===== config.mk =====
export PLATFORM = sky130hd
export DESIGN_NAME = fifo_uart_tx
export DESIGN_NICKNAME = d
export VERILOG_FILES = /design/src/rtl/fifo_tx_pkg.sv /design/src/rtl/baud_tick_gen.sv /design/src/rtl/fifo_uart_tx.sv
export SDC_FILE = /design/constraint.sdc
export NUM_CORES = 1
export LEC_CHECK = 0
export ABC_CLOCK_PERIOD_IN_PS = 1500
export CAP_MARGIN = 10
export CORE_AREA = 2 2 57 46
export CTS_BUF_LIST = sky130_fd_sc_hd__clkbuf_4
export DETAILED_ROUTE_END_ITERATION = 12
export DIE_AREA = 0 0 59 48
export GPL_TIMING_DRIVEN = 0
export PLACE_DENSITY = 0.77
export SLEW_MARGIN = 10
export SYNTH_ARGS = -nofsm -noshare
export SYNTH_HDL_FRONTEND = slang
export SYNTH_SLANG_ARGS = --single-unit

===== constraint.sdc =====
create_clock -name clock -period 1.5 [get_ports clock]
set_input_delay 0.3 -clock clock [delete_from_list [all_inputs] [get_ports clock]]
set_output_delay 0.3 -clock clock [all_outputs]
set_load 0.05 [all_outputs]

===== src/rtl/fifo_tx_pkg.sv =====
// Shared types and constants for the FIFO-fed UART transmitter.
package fifo_tx_pkg;

    typedef enum logic [2:0] {IDLE, POP, LATCH, START, DATA, STOP} tx_state_t;

    localparam int   DATA_BITS = 8;
    localparam logic TX_IDLE   = 1'b1;

endpackage


===== src/rtl/baud_tick_gen.sv =====
// Bit-period counter: ticks in the last clock of each bit, restarts on clear.
module baud_tick_gen #(
    parameter int CLKS_PER_BIT = 16
) (
    input  logic clock,
    input  logic rst,
    input  logic clear,
    output logic tick
);

    localparam int            CW   = (CLKS_PER_BIT > 1) ? $clog2(CLKS_PER_BIT) : 1;
    localparam logic [CW-1:0] LAST = CW'(CLKS_PER_BIT - 1);

    logic [CW-1:0] cnt;

    always_ff @(posedge clock) begin
        if (!rst || clear || tick)
            cnt <= '0;
        else
            cnt <= cnt + 1'b1;
    end

    assign tick = (cnt == LAST);

endmodule


===== src/rtl/fifo_uart_tx.sv =====
// Pops bytes from the upstream FIFO and serializes them as 8N1 (or 8N2) UART frames.
module fifo_uart_tx
    import fifo_tx_pkg::*;
#(
    parameter int CLKS_PER_BIT = 16,
    parameter int STOP_BITS    = 1
) (
    input  logic       clock,
    input  logic       rst,
    input  logic       enable,
    input  logic       fifo_empty,
    input  logic [7:0] fifo_data,
    output logic       fifo_rd,
    output logic       tx,
    output logic       busy,
    output logic       byte_done
);

    localparam logic [2:0] LAST_BIT  = 3'(DATA_BITS - 1);
    localparam logic [2:0] LAST_STOP = 3'(STOP_BITS - 1);

    tx_state_t            state, state_nx;
    logic                 tx_nx, rd_nx;
    logic [DATA_BITS-1:0] shift, shift_nx;
    logic [2:0]           bit_idx, idx_nx;
    logic                 tick, clear;

    baud_tick_gen #(.CLKS_PER_BIT(CLKS_PER_BIT)) u_baud (
        .clock(clock),
        .rst  (rst),
        .clear(clear),
        .tick (tick)
    );

    always_comb begin
        state_nx  = state;
        tx_nx     = tx;
        rd_nx     = 1'b0;
        shift_nx  = shift;
        idx_nx    = bit_idx;
        byte_done = 1'b0;
        case (state)
            IDLE: begin
                tx_nx = TX_IDLE;
                if (enable && !fifo_empty) begin
                    rd_nx    = 1'b1;
                    state_nx = POP;
                end
            end
            POP:   state_nx = LATCH;
            // FIFO data_out is valid here, one cycle after the rd strobe was sampled
            LATCH: begin
                shift_nx = fifo_data;
                tx_nx    = 1'b0;
                idx_nx   = '0;
                state_nx = START;
            end
            START: begin
                if (tick) begin
                    tx_nx    = shift[0];
                    shift_nx = {1'b0, shift[DATA_BITS-1:1]};
                    state_nx = DATA;
                end
            end
            DATA: begin
                if (tick) begin
                    if (bit_idx == LAST_BIT) begin
                        tx_nx    = TX_IDLE;
                        idx_nx   = '0;
                        state_nx = STOP;
                    end else begin
                        tx_nx    = shift[0];
                        shift_nx = {1'b0, shift[DATA_BITS-1:1]};
                        idx_nx   = bit_idx + 1'b1;
                    end
                end
            end
            // bit_idx is reused to count stop bits
            STOP: begin
                if (tick) begin
                    if (bit_idx == LAST_STOP) begin
                        byte_done = 1'b1;
                        state_nx  = IDLE;
                    end else begin
                        idx_nx = bit_idx + 1'b1;
                    end
                end
            end
            default: state_nx = IDLE;
        endcase
        clear = (state_nx != state);
    end

    always_ff @(posedge clock) begin
        if (!rst) begin
            state   <= IDLE;
            tx      <= TX_IDLE;
            fifo_rd <= 1'b0;
            shift   <= '0;
            bit_idx <= '0;
        end else begin
            state   <= state_nx;
            tx      <= tx_nx;
            fifo_rd <= rd_nx;
            shift   <= shift_nx;
            bit_idx <= idx_nx;
        end
    end

    assign busy = (state != IDLE);

endmodule


======== After elaboration in Yosys (flattened, before gate mapping) ========
Cells that the tools add are included.
storage, ports and cells
  bits in registers ....................... 20
  bits of input ports ..................... 12
  output and inout port bits .............. 4
  word-level logic and storage cells ...... 60
operators by class
  add/subtract/negate cells ............... 2
  equality and inequality tests ........... 13
  multiplexer cells ....................... 24
  reductions and logical operators ........ 15
operators with widths
  kind                   number
  $mux W3                10
  $mux W8                3
  $pmux W8 S3            1
  $pmux W3 S6            1
  $eq A3 B3 Y1 const B   3
  $pmux W3 S3            1
  $reduce_bool A3 Y1     3
  $reduce_and A4 Y1      2
  $mux W1                7
  $eq A3 B2 Y1 const B   2
  $logic_not A3 Y1       2
  $ne A2 B1 Y1 const B   3
  $add A4 B1 Y4 const B  1
  $eq A4 B4 Y1 const B   1
  $ne A2 B2 Y1 const B   2
  $pmux W1 S4            1
  $reduce_bool A4 Y1     1
  $add A3 B1 Y3 const B  1
  $eq A3 B1 Y1 const B   1
  $ne A3 B3 Y1           1
  $reduce_and A3 Y1      1
  $logic_not A1 Y1       2
  $logic_or A1 B1 Y1     2
  $reduce_and A2 Y1      1
  $logic_and A1 B1 Y1    1

======== Depth between registers and ports, before layout ========
  depth in word-level cells ............... 7
  gate-level depth with buffers ........... 6
  depth with buffers taken out ............ 6

======== Modules after synthesis ========
From an unflattened synthesis, not the netlist that was laid out.
unflattened totals
  cell total of the unflattened synthesis .. 122
  area, all modules ....................... 1109.8 um^2
by module, submodules not included
  module         instances  cells an instance  area an instance (um^2)  sequential area each (um^2)
  fifo_uart_tx   1          107                947.2                    320.3
  baud_tick_gen  1          15                 162.7                    80.1

======== Least setup slack after synthesis ========
OpenSTA, ideal clock, no wires.
  path type ............................... reg-to-output
  from .................................... register u_baud.cnt[0]
  to ...................................... output byte_done
  data arrival time ....................... 2.416 ns
  path slack .............................. -1.216 ns
  cell stages (with the launch flop) ...... 4
  cells stage by stage .................... dfxtp_1 -> ha_1 -> nand3_4 -> nor4b_1
on the way
  cells in the longest elaborated chain, start to end .. 3
RTL lines
  item                    line                 text
  start, declared         baud_tick_gen.sv:14  logic [CW-1:0] cnt;
  start signal, assigned  baud_tick_gen.sv:20  cnt <= cnt + 1'b1;
  $eq A4 B4 Y1            baud_tick_gen.sv:23  assign tick = (cnt == LAST);
  $mux W1                 fifo_uart_tx.sv:80   if (tick) begin
  $mux W1                 fifo_uart_tx.sv:42   case (state)
  end, declared           fifo_uart_tx.sv:16   output logic byte_done
No other way between the ends.

======== Worst setup path in the final report ========
  from .................................... register state[1]
  to ...................................... output busy
on the way
  cells in the longest elaborated chain, start to end .. 1
RTL lines
  item                    line                 text
  start, declared         fifo_uart_tx.sv:22   tx_state_t state, state_nx;
  start signal, assigned  fifo_uart_tx.sv:102  state <= state_nx;
  $reduce_bool A3 Y1      fifo_uart_tx.sv:110  assign busy = (state != IDLE);
  end, declared           fifo_uart_tx.sv:15   output logic busy,
No other way between the ends.

==> reports/metrics.yaml <==
drt_wl_total_um: 2900
cts_tree: "yes"
fin_nets: 169
synthFlopType: "dfxtp_1"
clk_latency_ns: 0.33
rr_startpoint: "bit_idx[0]"
crit_type: "reg2out"
synth_area_leader_cell: "dfxtp_1"
final.fill_count: 143
timing.slew.headroom_pct: 50.0
min_from: "rst"
p_per_area_nw_per_um2: 790
area_growth_pct: 55.7
arrival_ns: 1.41
multi_input_area_sq_um: 832
fmax_mhz: 584
synth_area_sq_um: 1080
ys_seq_area_share_pct: 37.0
drt_iter0_drc: 32
synth_top_area_share_pct: 37.0
wire_per_inst_um: 16.4
drv_cap: 0
ios: 16
path_max_fanout: 10
regArea_sq_um: 413
grt_max_degree: 13
cts-root-buf: "clkbuf_4"
rsz0062_at_grt: "true"
cts_buffers: 3
track_usage_pct: 20.2
worst_ep_required_time_ns: 1.20
overflow: 0
ys_ff_latch: 20
vias: 1053
crit_start: "state[1]"
synth.distinct_cells: 36
cp_cell_sequence: "buf_2 > or3_4 > buf_8"
dp_cells: 158
postRouteAntennaNets: 0
worst_slack_ns: -0.212
yosys_warnings: 0
finalHoldViolCount: 0
p_leak_uw: 0.000592
status: "finished with violations"
instances_no_fill: 177
drc: 0
max_stage_delay_ns: 0.38
clockBufferDepth: 2
grt_pass1_wl_um: 4200
synth_edf_count: 0
gp_congestion: 0.744
die_w_um: 59
io_buffers: 14
syn_inst: 119
die-area_sq_um: 2830
post-place-ws_ns: -0.663
post_dp_cell_area_sq_um: 1320
final_max_slew_viol_count: 0
numClockSinks: 20
worst_slew_pin_slew_ns: 0.750
synth.most_common_cell: "dfxtp_1"
setup_violations: 11
ys_top_cells_by_count: "dfxtp_1 (20), a21oi_1 (13), nand2_1 (8)"
htreeDepth: 1
grt_pass1_vias: 925
viasPerCell: 5.95
min_period_ns: 1.71
start_util_pct: 48.9
cp-start-kind: "register"
fin_area_sq_um: 1690
dpl.hpwl_um: 1600
synth_top_cells_by_area: "dfxtp_1 (37%), mux2i_1 (6.5%), a21oi_1 (6.0%)"
ctsHoldBuffers: 0
avgSynthCellArea_sq_um: 9.11
placementRows: 15
antenna_cells_inserted: 0
synthArstFlopShare_pct: 0
violations: "setup timing"
peakVddDrop_uv: 652
slowest_stage: "or3_4"
fin_skew_ns: 0.0238
fp.dieH_um: 48
drive_above_1_share_pct: 45.4
hold_path.class: "in2reg"
cp-end-kind: "primary output"
min_period_over_period_pct: 114
syn-num-nets: 135
antenna_found_initial: 0
firstDrtPassIters: 4
fin_tns_setup_ns: -1.40
path_clk_slew_ns: 0.13
core_sq_um: 2210
## cells in the final DEF, fill, tap and decap left out, types with 2 or more instances in the layout
cell type / Yosys / routed
a211oi_1: 3 / 2
a21boi_0: 4 / 3
a21oi_1: 13 / 6
a21oi_2: 0 / 7
buf_4: 0 / 11
buf_6: 1 / 9
clkbuf_1: 4 / 2
clkbuf_4: 0 / 3
clkdlybuf4s50_1: 0 / 10
dfxtp_1: 20 / 12
dfxtp_2: 0 / 7
ha_4: 0 / 4
inv_2: 0 / 3
mux2i_1: 7 / 7
nand2_1: 8 / 8
nand2b_1: 3 / 3
nand3_1: 6 / 6
nand3b_1: 2 / 2
nor2_1: 2 / 2
nor2b_1: 4 / 3
nor3_1: 4 / 4
nor3b_1: 2 / 2
o31ai_2: 0 / 2
o31ai_4: 0 / 4
## worst max-delay path: cells and delay by family, from the launching register on
kind | cells | cell delay, ns
buffers and inverters | 2 | 0.34
and+or+nand+nor | 1 | 0.38
DFF | 1 | 0.36
## cell type report
type	instances	area share (%)
repair buffers	29	16.5
flip-flops and latches	20	24.5
clock inverters	1	1.78
plain buffers	8	4.08
inverters	3	0.668
clock buffers	3	1.34
multi-input cells	88	49.3
well taps	25	1.85
## through the flow
stage / power, uW / hold slack, ns / util (%)
after global placement: 788 / 0.438 / 59.5
after floorplan: 730 / 0.430 / -
after detailed placement: 794 / 0.446 / 59.5
after CTS: 1270 / 0.388 / 68.7
after global routing: 1380 / 0.430 / 76.2
final: 1330 / 0.391 / 76.2
## registers in the layout, indices dropped and copies added, names as in the netlist
signal,count
bit_idx,3
state,3
shift,8
u_baud.cnt,4
fifo_rd,1
tx,1
## cells by family (layout without fill, tap and decap cells)
logic type	Yosys count	after routing	synth area share (%)
muxes	7	7	6.47
AOI/OAI and AO/OA	36	36	22.7
xor gates and xnor gates	2	2	1.62
DFF	20	20	37.0
adders and majority gates	4	4	4.62
buffers and inverters	11	44	4.85
and+or+nand+nor	39	39	22.7
## repair_timing
action	in CTS	in global routing
setup buffers	12	3
pin swaps	4	11
gates resized for setup	30	41
endpoints found under the setup margin	15	17
## path summary, 6_finish.rpt
check,cells after the start,endpoint,slack [ns]
max,3,busy,-0.21
min,2,bit_idx[0],0.39
max reg2reg,7,shift[0],-0.14
min reg2reg,2,shift[7],0.50
## power by group
part / leakage, uW / internal (uW) / switching, uW
clock network: 0.0000279 / 271 / 186
logic: 0.000397 / 144 / 142
registers: 0.000167 / 562 / 25.8
total: 0.000592 / 977 / 354
## layer usage
layer	GRT usage, %	routed length (um)	vias up
li1	-	-	509
met1	23.7	1250	500
met2	36.2	1440	39
met3	5.68	169	5
met4	7.27	40	0
met5	0	0	-
No activity file was read; power rests on OpenSTA's default activity.
